**src/rtl/laser_pkg.sv**
```systemverilog
// Shared definitions for the laser transmit and receive paths.
package laser_pkg;

    localparam int CLKS_PER_BIT_DEF = 8;
    localparam int PKT_BYTES_DEF    = 64;

    typedef enum logic [2:0] {
        IDLE,
        START,
        DATA,
        STOP,
        BREAK
    } rx_state_t;

    function automatic logic [7:0] sat_inc8(input logic [7:0] v);
        return (v == 8'hFF) ? v : v + 8'd1;
    endfunction

endpackage

```
**src/rtl/laser_bit_timer.sv**
```systemverilog
// Loadable down-counter; expire is high while running and the count has reached zero.
module laser_bit_timer #(
    parameter int W = 3
) (
    input  logic         clock,
    input  logic         reset,
    input  logic         load,
    input  logic [W-1:0] load_val,
    input  logic         run,
    output logic         expire
);

    logic [W-1:0] count_reg;

    always_ff @(posedge clock or negedge reset) begin
        if (!reset) begin
            count_reg <= '0;
        end else if (load) begin
            count_reg <= load_val;
        end else if (run && count_reg != '0) begin
            count_reg <= count_reg - 1'b1;
        end
    end

    assign expire = run && (count_reg == '0);

endmodule

```
**src/rtl/laser_rx_deframer.sv**
```systemverilog
// Oversampling UART-style deframer for the laser receive line, with a one-byte
// valid/ready holding register, per-packet byte count and error reporting.
module laser_rx_deframer
    import laser_pkg::*;
#(
    parameter int CLKS_PER_BIT = CLKS_PER_BIT_DEF,
    parameter int PKT_BYTES    = PKT_BYTES_DEF,
    parameter int CT_W         = 10
) (
    input  logic            clock,
    input  logic            reset,
    input  logic            en,
    input  logic            clear,
    input  logic            laser_rx,
    input  logic            data_ready,
    output logic [7:0]      data_out,
    output logic            data_valid,
    output logic [CT_W-1:0] byte_ct,
    output logic            pkt_done,
    output logic            overrun,
    output logic [7:0]      frame_err_ct,
    output logic            busy
);

    localparam int TW = $clog2(CLKS_PER_BIT);
    localparam logic [TW-1:0]   HALF_LOAD = TW'(CLKS_PER_BIT / 2 - 1);
    localparam logic [TW-1:0]   FULL_LOAD = TW'(CLKS_PER_BIT - 1);
    localparam logic [CT_W-1:0] CT_MAX    = CT_W'(PKT_BYTES);

    logic            rx_m_reg, rx_s_reg;
    rx_state_t       state_reg;
    logic [2:0]      bit_idx_reg;
    logic [7:0]      shift_reg;
    logic [7:0]      data_out_reg;
    logic            data_valid_reg;
    logic [CT_W-1:0] byte_ct_reg;
    logic            overrun_reg;
    logic [7:0]      frame_err_ct_reg;

    logic            timer_load, timer_run, timer_expire;
    logic [TW-1:0]   timer_val;
    logic            stop_sample, accept, drop, stop_bad;

    // Line idles high, so the synchronizer resets to 1 to avoid a false start bit.
    always_ff @(posedge clock or negedge reset) begin
        if (!reset) begin
            rx_m_reg <= 1'b1;
            rx_s_reg <= 1'b1;
        end else begin
            rx_m_reg <= laser_rx;
            rx_s_reg <= rx_m_reg;
        end
    end

    always_comb begin
        timer_load = 1'b0;
        timer_val  = FULL_LOAD;
        case (state_reg)
            IDLE: if (en && !rx_s_reg) begin
                timer_load = 1'b1;
                timer_val  = HALF_LOAD;
            end
            START:   timer_load = timer_expire && !rx_s_reg;
            DATA:    timer_load = timer_expire;
            default: timer_load = 1'b0;
        endcase
    end

    assign timer_run = (state_reg != IDLE);

    laser_bit_timer #(.W(TW)) u_timer (
        .clock    (clock),
        .reset    (reset),
        .load     (timer_load),
        .load_val (timer_val),
        .run      (timer_run),
        .expire   (timer_expire)
    );

    assign stop_sample = en && (state_reg == STOP) && timer_expire;
    assign accept      = stop_sample && rx_s_reg && (!data_valid_reg || data_ready);
    assign drop        = stop_sample && rx_s_reg && data_valid_reg && !data_ready;
    assign stop_bad    = stop_sample && !rx_s_reg;

    always_ff @(posedge clock or negedge reset) begin
        if (!reset) begin
            state_reg   <= IDLE;
            bit_idx_reg <= 3'd0;
            shift_reg   <= 8'd0;
        end else if (!en) begin
            state_reg <= IDLE;
        end else begin
            case (state_reg)
                IDLE: if (!rx_s_reg) state_reg <= START;
                START: if (timer_expire) begin
                    bit_idx_reg <= 3'd0;
                    state_reg   <= rx_s_reg ? IDLE : DATA;
                end
                DATA: if (timer_expire) begin
                    shift_reg   <= {rx_s_reg, shift_reg[7:1]};
                    bit_idx_reg <= bit_idx_reg + 3'd1;
                    if (bit_idx_reg == 3'd7) state_reg <= STOP;
                end
                STOP: if (timer_expire) state_reg <= rx_s_reg ? IDLE : BREAK;
                BREAK: if (rx_s_reg) state_reg <= IDLE;
                default: state_reg <= IDLE;
            endcase
        end
    end

    always_ff @(posedge clock or negedge reset) begin
        if (!reset) begin
            data_out_reg   <= 8'd0;
            data_valid_reg <= 1'b0;
        end else if (accept) begin
            data_out_reg   <= shift_reg;
            data_valid_reg <= 1'b1;
        end else if (data_valid_reg && data_ready) begin
            data_valid_reg <= 1'b0;
        end
    end

    // A clear coinciding with an event keeps that event rather than losing it.
    always_ff @(posedge clock or negedge reset) begin
        if (!reset) begin
            byte_ct_reg      <= '0;
            overrun_reg      <= 1'b0;
            frame_err_ct_reg <= 8'd0;
        end else if (clear) begin
            byte_ct_reg      <= accept ? CT_W'(1) : '0;
            overrun_reg      <= drop;
            frame_err_ct_reg <= stop_bad ? 8'd1 : 8'd0;
        end else begin
            if (accept && byte_ct_reg != CT_MAX) byte_ct_reg <= byte_ct_reg + CT_W'(1);
            if (drop) overrun_reg <= 1'b1;
            if (stop_bad) frame_err_ct_reg <= sat_inc8(frame_err_ct_reg);
        end
    end

    assign data_out     = data_out_reg;
    assign data_valid   = data_valid_reg;
    assign byte_ct      = byte_ct_reg;
    assign pkt_done     = (byte_ct_reg == CT_MAX);
    assign overrun      = overrun_reg;
    assign frame_err_ct = frame_err_ct_reg;
    assign busy         = (state_reg != IDLE);

endmodule

```
**config.mk**
```make
export PLATFORM = sky130hd
export DESIGN_NAME = laser_rx_deframer
export DESIGN_NICKNAME = d
export VERILOG_FILES = /design/src/rtl/laser_pkg.sv /design/src/rtl/laser_bit_timer.sv /design/src/rtl/laser_rx_deframer.sv
export SDC_FILE = /design/constraint.sdc
export NUM_CORES = 1
export LEC_CHECK = 0
export CAP_MARGIN = 15
export CORE_ASPECT_RATIO = 0.75
export CORE_MARGIN = 4
export CORE_UTILIZATION = 42
export CTS_BUF_LIST = sky130_fd_sc_hd__clkbuf_4 sky130_fd_sc_hd__clkbuf_8
export CTS_CLUSTER_DIAMETER = 40
export CTS_CLUSTER_SIZE = 20
export DETAILED_ROUTE_END_ITERATION = 16
export SETUP_SLACK_MARGIN = 0.4
export SYNTH_ARGS = -nofsm -noshare
export SYNTH_HDL_FRONTEND = slang
export SYNTH_HIERARCHICAL = 1
export SYNTH_SLANG_ARGS = --single-unit
```
**constraint.sdc**
```tcl
create_clock -name clock -period 6.56 [get_ports clock]
set_input_delay 0.656 -clock clock [delete_from_list [all_inputs] [get_ports clock]]
set_output_delay 0.656 -clock clock [all_outputs]
set_load 0.05 [all_outputs]
```
==> results.yml, run 1 <==
floorplan:
  top_level_ports: 36
  die_y_um: 73.3
  core_um2: 5410
  rows: 23
  chipWidth_um: 95.1
  die_area_um2: 6970
  initial_core_util_pct: 44.1
finish:
  syn_to_final_growth_pct: 22.3
  register_area_um2: 1180
  final_cell_mix: "dfrtp_1, clkdlybuf4s50_1, nand2_1, mux2_2, nand3_1"
  layout_commonest_cell: "dfrtp_1"
  drive_gt1_share_pct: 12.7
  largest_reg_flops: 10
  nNetsFinal: 272
  nFillCells: 509
  num_antenna_cells: 0
  multi_input_area_um2: 1120
power_and_ir_drop:
  peakVddDrop_mv: 0.116
  finalPower_uw: 603
  power.density_nw_per_um2: 207
  power.leakage_uw: 0.00126
timing:
  worstMarginPinSlew_ns: 0.739
  final-setup-viol-count: 0
  setup_tns_ns: 0
  fin_worst_skew_ns: 0.00623
  finalHoldViolations: 0
  post-route-period-util_pct: 46.7
  fmax_ghz: 0.326
  final_max_slew_viol_count: 0
  final.min_clock_period_ns: 3.07
  max_slew_margin_pct: 50.6
  rsz0062_at_grt: "false"
  fin_ws_ns: 3.49
clock_tree:
  clk_path_buf_depth: 2
  postCtsHoldBufs: 0
  cts_root_buf: "clkbuf_8"
  cts_sinks: 47
  worstSkewPairLatency_ns: 0.30
  numCtsBuffers: 5
  htree_levels: 2
  clk_pin_slew_worst_paths_ns: 0.09
  cts_setup_buffers: 0
  cts_resized: 0
  cts_tree: "yes"
synthesis:
  synth_cells: 224
  synth_flop_cell: "dfrtp_1"
  synth_area_um2: 2390
  synth_cell_type_count: 48
  synthArstFlopShare_pct: 100
  synth_edf_count: 0
  synth.avg_cell_area_um2: 10.7
  yosys_warnings: 6
  ys_seq_elements: 47
  synth_seq_area_share_pct: 49.4
setup_path:
  cp.required_ns: 5.90
  worstSetupStartpointType: "flip-flop"
  crit_arrival_ns: 2.41
  worstSetupEndpointType: "primary output"
  criticalPathCategory: "reg -> out"
  cp_max_fo: 12
detailed_routing:
  drc: 0
  avgRoutedWirePerCell_um: 14.3
  ant_nets: 0
  vias: 1773
  vias_per_cell: 5.29
  dr.first_iter.drc_count: 63
  dr.pass1.iters: 4
  routed_wl_um: 4790
placement:
  io_buffers: 35
  place.gp.congestion: 0.771
  pre_cts_slack_ns: 3.74
  place_hpwl_um: 3230
status:
  outcome: "complete, no violations"
global_route:
  grt_pass1_wl_um: 8210
  overflow: 0
  antenna_found_initial: 0
  grt.total_usage_pct: 15.2
  grt_max_degree: 48
  grt_pass1_vias: 1627
worst_hold_path:
  worstHoldPathType: "in -> async"
job:
  maxCapViolCount: 0
## per-stage QoR
step | cell area, µm² | hold WS (ns) | utilization (%) | instances
after floorplan | 2390 | 0.345 | - | 225
after global placement | 2780 | 0.346 | 51.5 | 326
after detailed placement | 2780 | 0.350 | 51.5 | 326
after CTS | 2900 | 0.364 | 53.6 | 334
after global routing | 2920 | 0.230 | 54.0 | 335
final | 2920 | 0.227 | 54.0 | 335
## power breakdown
part           switching, µW  internal [µW]
Sequential              9.03            301
Clock                    106            115
Combinational           41.2           31.4
## critical path: stages (launching register included)
cell and delay, ns:
dfrtp_1 0.48, nor4_1 0.25, and4b_1 0.49, clkdlybuf4s50_1 0.89
## cells in the mapped netlist, types with 4 or more instances
library cell	n	share of area [%]
dfrtp_1	45	47
nand2_1	18	2.8
mux2_2	17	8.0
nand3_1	14	2.9
a21oi_1	12	2.5
inv_1	11	1.7
nor2_1	11	1.7
o31ai_1	9	2.8
or4_1	9	2.8
ha_1	7	3.7
nor2b_1	5	1.3
o21ai_0	5	1.0
buf_2	4	0.84
clkbuf_1	4	0.63
mux2i_1	4	1.7
nor3_1	4	0.84
## layout make-up
class | instances | area share [%]
Timing Repair Buffer | 36 | 12.5
Inverter | 11 | 1.41
Tap cell | 75 | 3.21
Sequential cell | 47 | 40.4
Clock buffer | 5 | 2.36
Multi-Input combinational cell | 158 | 38.5
Clock inverter | 3 | 1.59
## logic make-up (layout without fill, tap and decap cells)
logic type	count (synthesis)	count (layout)	synth area share, %
AOI/OAI and AO/OA	42	42	11.7
adders and majority gates	7	7	3.67
other	1	2	0.157
buffers and inverters	20	55	3.67
muxes	21	21	9.70
DFF	47	47	49.4
and+or+nand+nor	85	85	21.4
xor gates and xnor gates	1	1	0.367
## metal layers
layer,wire length (µm),track usage (%),vias to the layer above
li1,-,-,891
met1,2570,23.6,848
met2,1960,20.8,29
met3,206,3.68,5
met4,48,4.32,0
met5,0,0,-
## final timing paths
kind	startpoint	to	slack [ns]	cells past startpoint
worst max register to register	state_reg[0]	byte_ct[8]	3.68	7
worst min-delay path	reset	frame_err_ct[5]	0.23	1
max in group asynchronous	reset	rx_m_reg	5.79	2
worst min register to register	rx_m_reg	rx_s_reg	0.36	0
worst max-delay path	byte_ct[2]	pkt_done	3.49	3
min in group clock	rx_m_reg	rx_s_reg	0.36	0
(Power assumes the default switching activity.)
==> run 2, diff against run 1 <==
clock period = 3.2 ns   (was 6.56 ns; I/O delays follow)
==> results.yml, run 2 (same netlist as run 1, synthesis figures left out) <==
floorplan:
  initial_core_util_pct: 44.1
  top_level_ports: 36
  die_y_um: 73.3
  chipWidth_um: 95.1
  die_area_um2: 6970
  rows: 23
  core_um2: 5410
detailed_routing:
  vias_per_cell: 5.44
  drc: 0
  ant_nets: 0
  vias: 1839
  dr.first_iter.drc_count: 51
  avgRoutedWirePerCell_um: 14.9
  dr.pass1.iters: 4
  routed_wl_um: 5050
clock_tree:
  clk_pin_slew_worst_paths_ns: 0.09
  htree_levels: 2
  clk_path_buf_depth: 2
  cts_root_buf: "clkbuf_8"
  worstSkewPairLatency_ns: 0.30
  cts_setup_buffers: 0
  numCtsBuffers: 5
  cts_sinks: 47
  cts_tree: "yes"
worst_hold_path:
  worstHoldPathType: "reg -> reg"
global_route:
  antenna_found_initial: 0
  grt.total_usage_pct: 15.7
  overflow: 0
  grt_max_degree: 48
  grt_pass1_wl_um: 8580
  grt_pass1_vias: 1714
placement:
  io_buffers: 35
  placed_area_um2: 2790
  place.gp.congestion: 0.770
  place_hpwl_um: 3240
status:
  outcome: "complete, no violations"
timing:
  setup_tns_ns: 0
  final-setup-viol-count: 0
  worstMarginPinSlew_ns: 0.770
  finalHoldViolations: 0
  max_slew_margin_pct: 48.5
  post-route-period-util_pct: 76.9
  final.min_clock_period_ns: 2.46
  fin_worst_skew_ns: 0.0101
  final_max_slew_viol_count: 0
  rsz0062_at_grt: "false"
  fmax_ghz: 0.406
setup_path:
  r2r-start: "state_reg[1]"
  cp.required_ns: 3.41
  startpoint: "state_reg[1]"
  reg2reg_depth: 7
  worstSetupStartpointType: "flip-flop"
  critPathCapture: "byte_ct[9]"
  crit_arrival_ns: 2.67
  worstSetupEndpointType: "flip-flop"
  r2r_end: "byte_ct[9]"
  cp_max_fo: 14
  regToRegSetupSlack_ns: 0.74
  criticalPathCategory: "reg -> reg"
power_and_ir_drop:
  p_int_uw: 922
  power.leakage_uw: 0.00128
  power.density_nw_per_um2: 419
  p_sw_share_pct: 26.0
  power_frac_seq_pct: 50.7
  peakVddDrop_mv: 0.247
  p_switching_uw: 323
  combPwrFrac_pct: 13.2
  p_clk_share_pct: 36.1
finish:
  num_antenna_cells: 0
  final_area_um2: 2970
  layout_commonest_cell: "dfrtp_1"
  syn_to_final_growth_pct: 24.3
  final_cell_mix: "dfrtp_1, clkdlybuf4s50_1, nand2_1, mux2_2, nand3_1"
  drive_gt1_share_pct: 14.1
  largest_reg_flops: 10
  nNetsFinal: 275
job:
  maxCapViolCount: 0
[run 2: critical path: stages, from the launching register on]
cell and delay (ns):
dfrtp_1 0.53, or3_4 0.24, inv_1 0.05, nor2_2 0.23, and4b_4 0.37, nand4_4 0.22, or4_1 0.57, a21oi_1 0.16
[run 2: final cells by class]
| class | count | area [µm²] |
|---|---|---|
| clock buffers | 5 | 68.8 |
| well taps | 75 | 93.8 |
| flip-flops and latches | 47 | 1180 |
| clock inverters | 3 | 46.3 |
| multi-input cells | 159 | 1150 |
| fillers | 512 | 2440 |
| inverters | 11 | 41.3 |
| repair buffers | 38 | 385 |
[run 2: worst min-delay path by stage]
stage | start | end | slack [ns] | depth (start not counted)
3_3_place_gp | rx_m_reg | rx_s_reg | 0.35 | 0
2_1_floorplan | reset | bit_idx_reg[0] | 0.02 | 0
3_5_place_dp | rx_m_reg | rx_s_reg | 0.35 | 0
4_1_cts | reset | shift_reg[0] | 0.24 | 1
6_report | rx_m_reg | rx_s_reg | 0.36 | 0
5_1_grt | rx_m_reg | rx_s_reg | 0.37 | 0
[run 2: power by group through the flow]
stage / registers, µW / clock network [µW] / logic (µW)
5_1_grt: 634 / 488 / 187
3_3_place_gp: 642 / 0 / 157
4_1_cts: 631 / 462 / 159
3_5_place_dp: 642 / 0 / 158
6_report: 632 / 449 / 164
2_1_floorplan: 639 / 0 / 114
[run 2: per-layer routing]
metal	share of wire [%]	global-route usage, %	vias up
li1	-	-	906
met3	3.5	3.68	2
met4	0.38	2.88	0
met1	53	24.6	898
met5	0	0	-
met2	43	22.2	33
[run 2: timing repair]
action | in CTS | in global routing
hold endpoints to repair | 0 | 11
setup endpoints to repair | 1 | 9
gates cloned | 1 | 0
resized for setup | 0 | 4
hold buffers | 0 | 1
[run 2: per-stage QoR]
stage / hold WS, ns / worst slack, ns / total power, µW / utilization, % / cells
3_3_place_gp: 0.347 / 0.485 / 799 / 51.6 / 327
6_report: 0.362 / 0.740 / 1240 / 54.9 / 338
4_1_cts: 0.244 / 0.466 / 1250 / 54.0 / 336
3_5_place_dp: 0.348 / 0.423 / 800 / 51.6 / 327
2_1_floorplan: 0.0244 / 0.455 / 753 / - / 225
5_1_grt: 0.370 / 0.505 / 1310 / 54.9 / 338
==> run 3, diff against run 2 <==
clock period = 2.3 ns   (was 3.2 ns; I/O delays follow)
==> results.yml, run 3 (same netlist as run 1, synthesis figures left out) <==
power_and_ir_drop:
  power.leakage_uw: 0.00149
  p_sw_share_pct: 26.2
  p_clk_share_pct: 33.9
  p_switching_uw: 483
  combPwrFrac_pct: 18.1
  power.density_nw_per_um2: 536
  p_int_uw: 1360
  power_frac_seq_pct: 48.0
  peakVddDrop_mv: 0.367
timing:
  final-setup-viol-count: 0
  max_slew_margin_pct: 60.4
  post-route-period-util_pct: 85.8
  finalHoldViolations: 0
  fin_worst_skew_ns: 0.0108
  worstMarginPinSlew_ns: 0.594
  rsz0062_at_grt: "true"
  fin_ws_ns: 0.327
  final.min_clock_period_ns: 1.97
  final_max_slew_viol_count: 0
  setup_tns_ns: 0
  fmax_ghz: 0.507
finish:
  drive_gt1_share_pct: 34.8
  nFillCells: 444
  final_cell_mix: "dfrtp_1, clkdlybuf4s50_1, buf_4, nand2_1, nand3_1"
  nNetsFinal: 305
  register_area_um2: 1180
  num_antenna_cells: 0
  largest_reg_flops: 10
  layout_commonest_cell: "dfrtp_1"
  multi_input_area_um2: 1380
  syn_to_final_growth_pct: 43.8
floorplan:
  top_level_ports: 36
  die_area_um2: 6970
  chipWidth_um: 95.1
  core_um2: 5410
  initial_core_util_pct: 44.1
  rows: 23
  die_y_um: 73.3
global_route:
  overflow: 0
  grt_pass1_wl_um: 9430
  grt_max_degree: 48
  grt_pass1_vias: 1951
  antenna_found_initial: 0
  grt.total_usage_pct: 17.3
setup_path:
  reg2reg_depth: 10
  criticalPathCategory: "reg -> reg"
  cp.required_ns: 2.52
  cp_max_fo: 6
  worstSetupStartpointType: "flip-flop"
  crit_arrival_ns: 2.19
  worstSetupEndpointType: "flip-flop"
clock_tree:
  clk_pin_slew_worst_paths_ns: 0.09
  worstSkewPairLatency_ns: 0.30
  postCtsHoldBufs: 0
  numCtsBuffers: 5
  cts_sinks: 47
  cts_tree: "yes"
  htree_levels: 2
  clk_path_buf_depth: 2
  cts_root_buf: "clkbuf_8"
detailed_routing:
  drc: 0
  dr.first_iter.drc_count: 47
  avgRoutedWirePerCell_um: 15.5
  ant_nets: 0
  routed_wl_um: 5700
  vias_per_cell: 5.54
  dr.pass1.iters: 4
  vias: 2037
status:
  outcome: "complete, no violations"
placement:
  pre_cts_slack_ns: 0.138
  io_buffers: 35
  place.gp.congestion: 0.758
  place_hpwl_um: 3360
worst_hold_path:
  worstHoldPathType: "in -> async"
job:
  maxCapViolCount: 0
[run 3: cell count changes in the layout (fill, tap and decap cells not counted), moves of 5 or more]
cell and delta:
mux2_4 +7, buf_6 +8, a21oi_1 -5, mux2_2 -7, buf_4 +23
[run 3: metrics by stage]
step / util (%) / instances / power (µW) / hold WS [ns] / area [µm²]
after floorplan: - / 225 / 1060 / -0.0656 / 2450
after global placement: 53.9 / 337 / 1130 / 0.347 / 2920
after detailed placement: 53.9 / 337 / 1130 / 0.350 / 2920
after CTS: 59.8 / 361 / 1830 / 0.0392 / 3230
after global routing: 63.5 / 368 / 1940 / 0.0723 / 3430
final: 63.5 / 368 / 1840 / 0.0205 / 3430
[run 3: per-layer routing]
layer / vias up / share of wire [%] / global-route usage (%)
met5: - / 0 / 0
met4: 0 / 1.0 / 4.48
met3: 7 / 4.3 / 4.20
met2: 40 / 47 / 26.3
met1: 1017 / 48 / 24.8
li1: 973 / - / -
[run 3: repair_timing]
item | 4_1_cts | 5_1_grt
setup buffers | 14 | 7
hold endpoints to repair | 0 | 0
pin swaps | 10 | 13
gates resized for setup | 21 | 34
endpoints found under the setup margin | 26 | 29
cloned | 2 | 0
[run 3: final timing paths]
path / startpoint / endpoint / slack [ns]
hold / removal: reset / frame_err_ct[6] / 0.02
setup reg to reg: state_reg[2] / u_timer/count_reg[1] / 0.33
setup / recovery: state_reg[2] / u_timer/count_reg[1] / 0.33
hold reg to reg: rx_m_reg / rx_s_reg / 0.37
min in group clock: laser_rx / rx_m_reg / 0.32
max in group asynchronous: reset / byte_ct[0] / 1.85
[run 3: area by class of cell]
type,instances,share of cell area [%]
sequential,47,34.4
multi-input combinational,160,40.2
clock inverter,2,1.09
clock buffer,6,2.22
tap,75,2.73
inverter,11,1.28
timing repair buffer,67,18.1
[run 3: critical path, stage by stage (launching register included)]
cell and delay (ns):
dfrtp_1 0.38, or3_4 0.42, inv_4 0.07, nor2_4 0.04, buf_4 0.12, buf_6 0.12, and2_4 0.16, o21ai_4 0.17
a21oi_4 0.10, a31o_1 0.19, o21ai_1 0.13
[run 3: power groups by stage]
stage          registers, µW  logic, µW  clock network, µW
5_1_grt                  886        373                676
4_1_cts                  882        306                642
2_1_floorplan            889        175                  0
3_3_place_gp             893        234                  0
6_report                 882        334                623
3_5_place_dp             893        238                  0
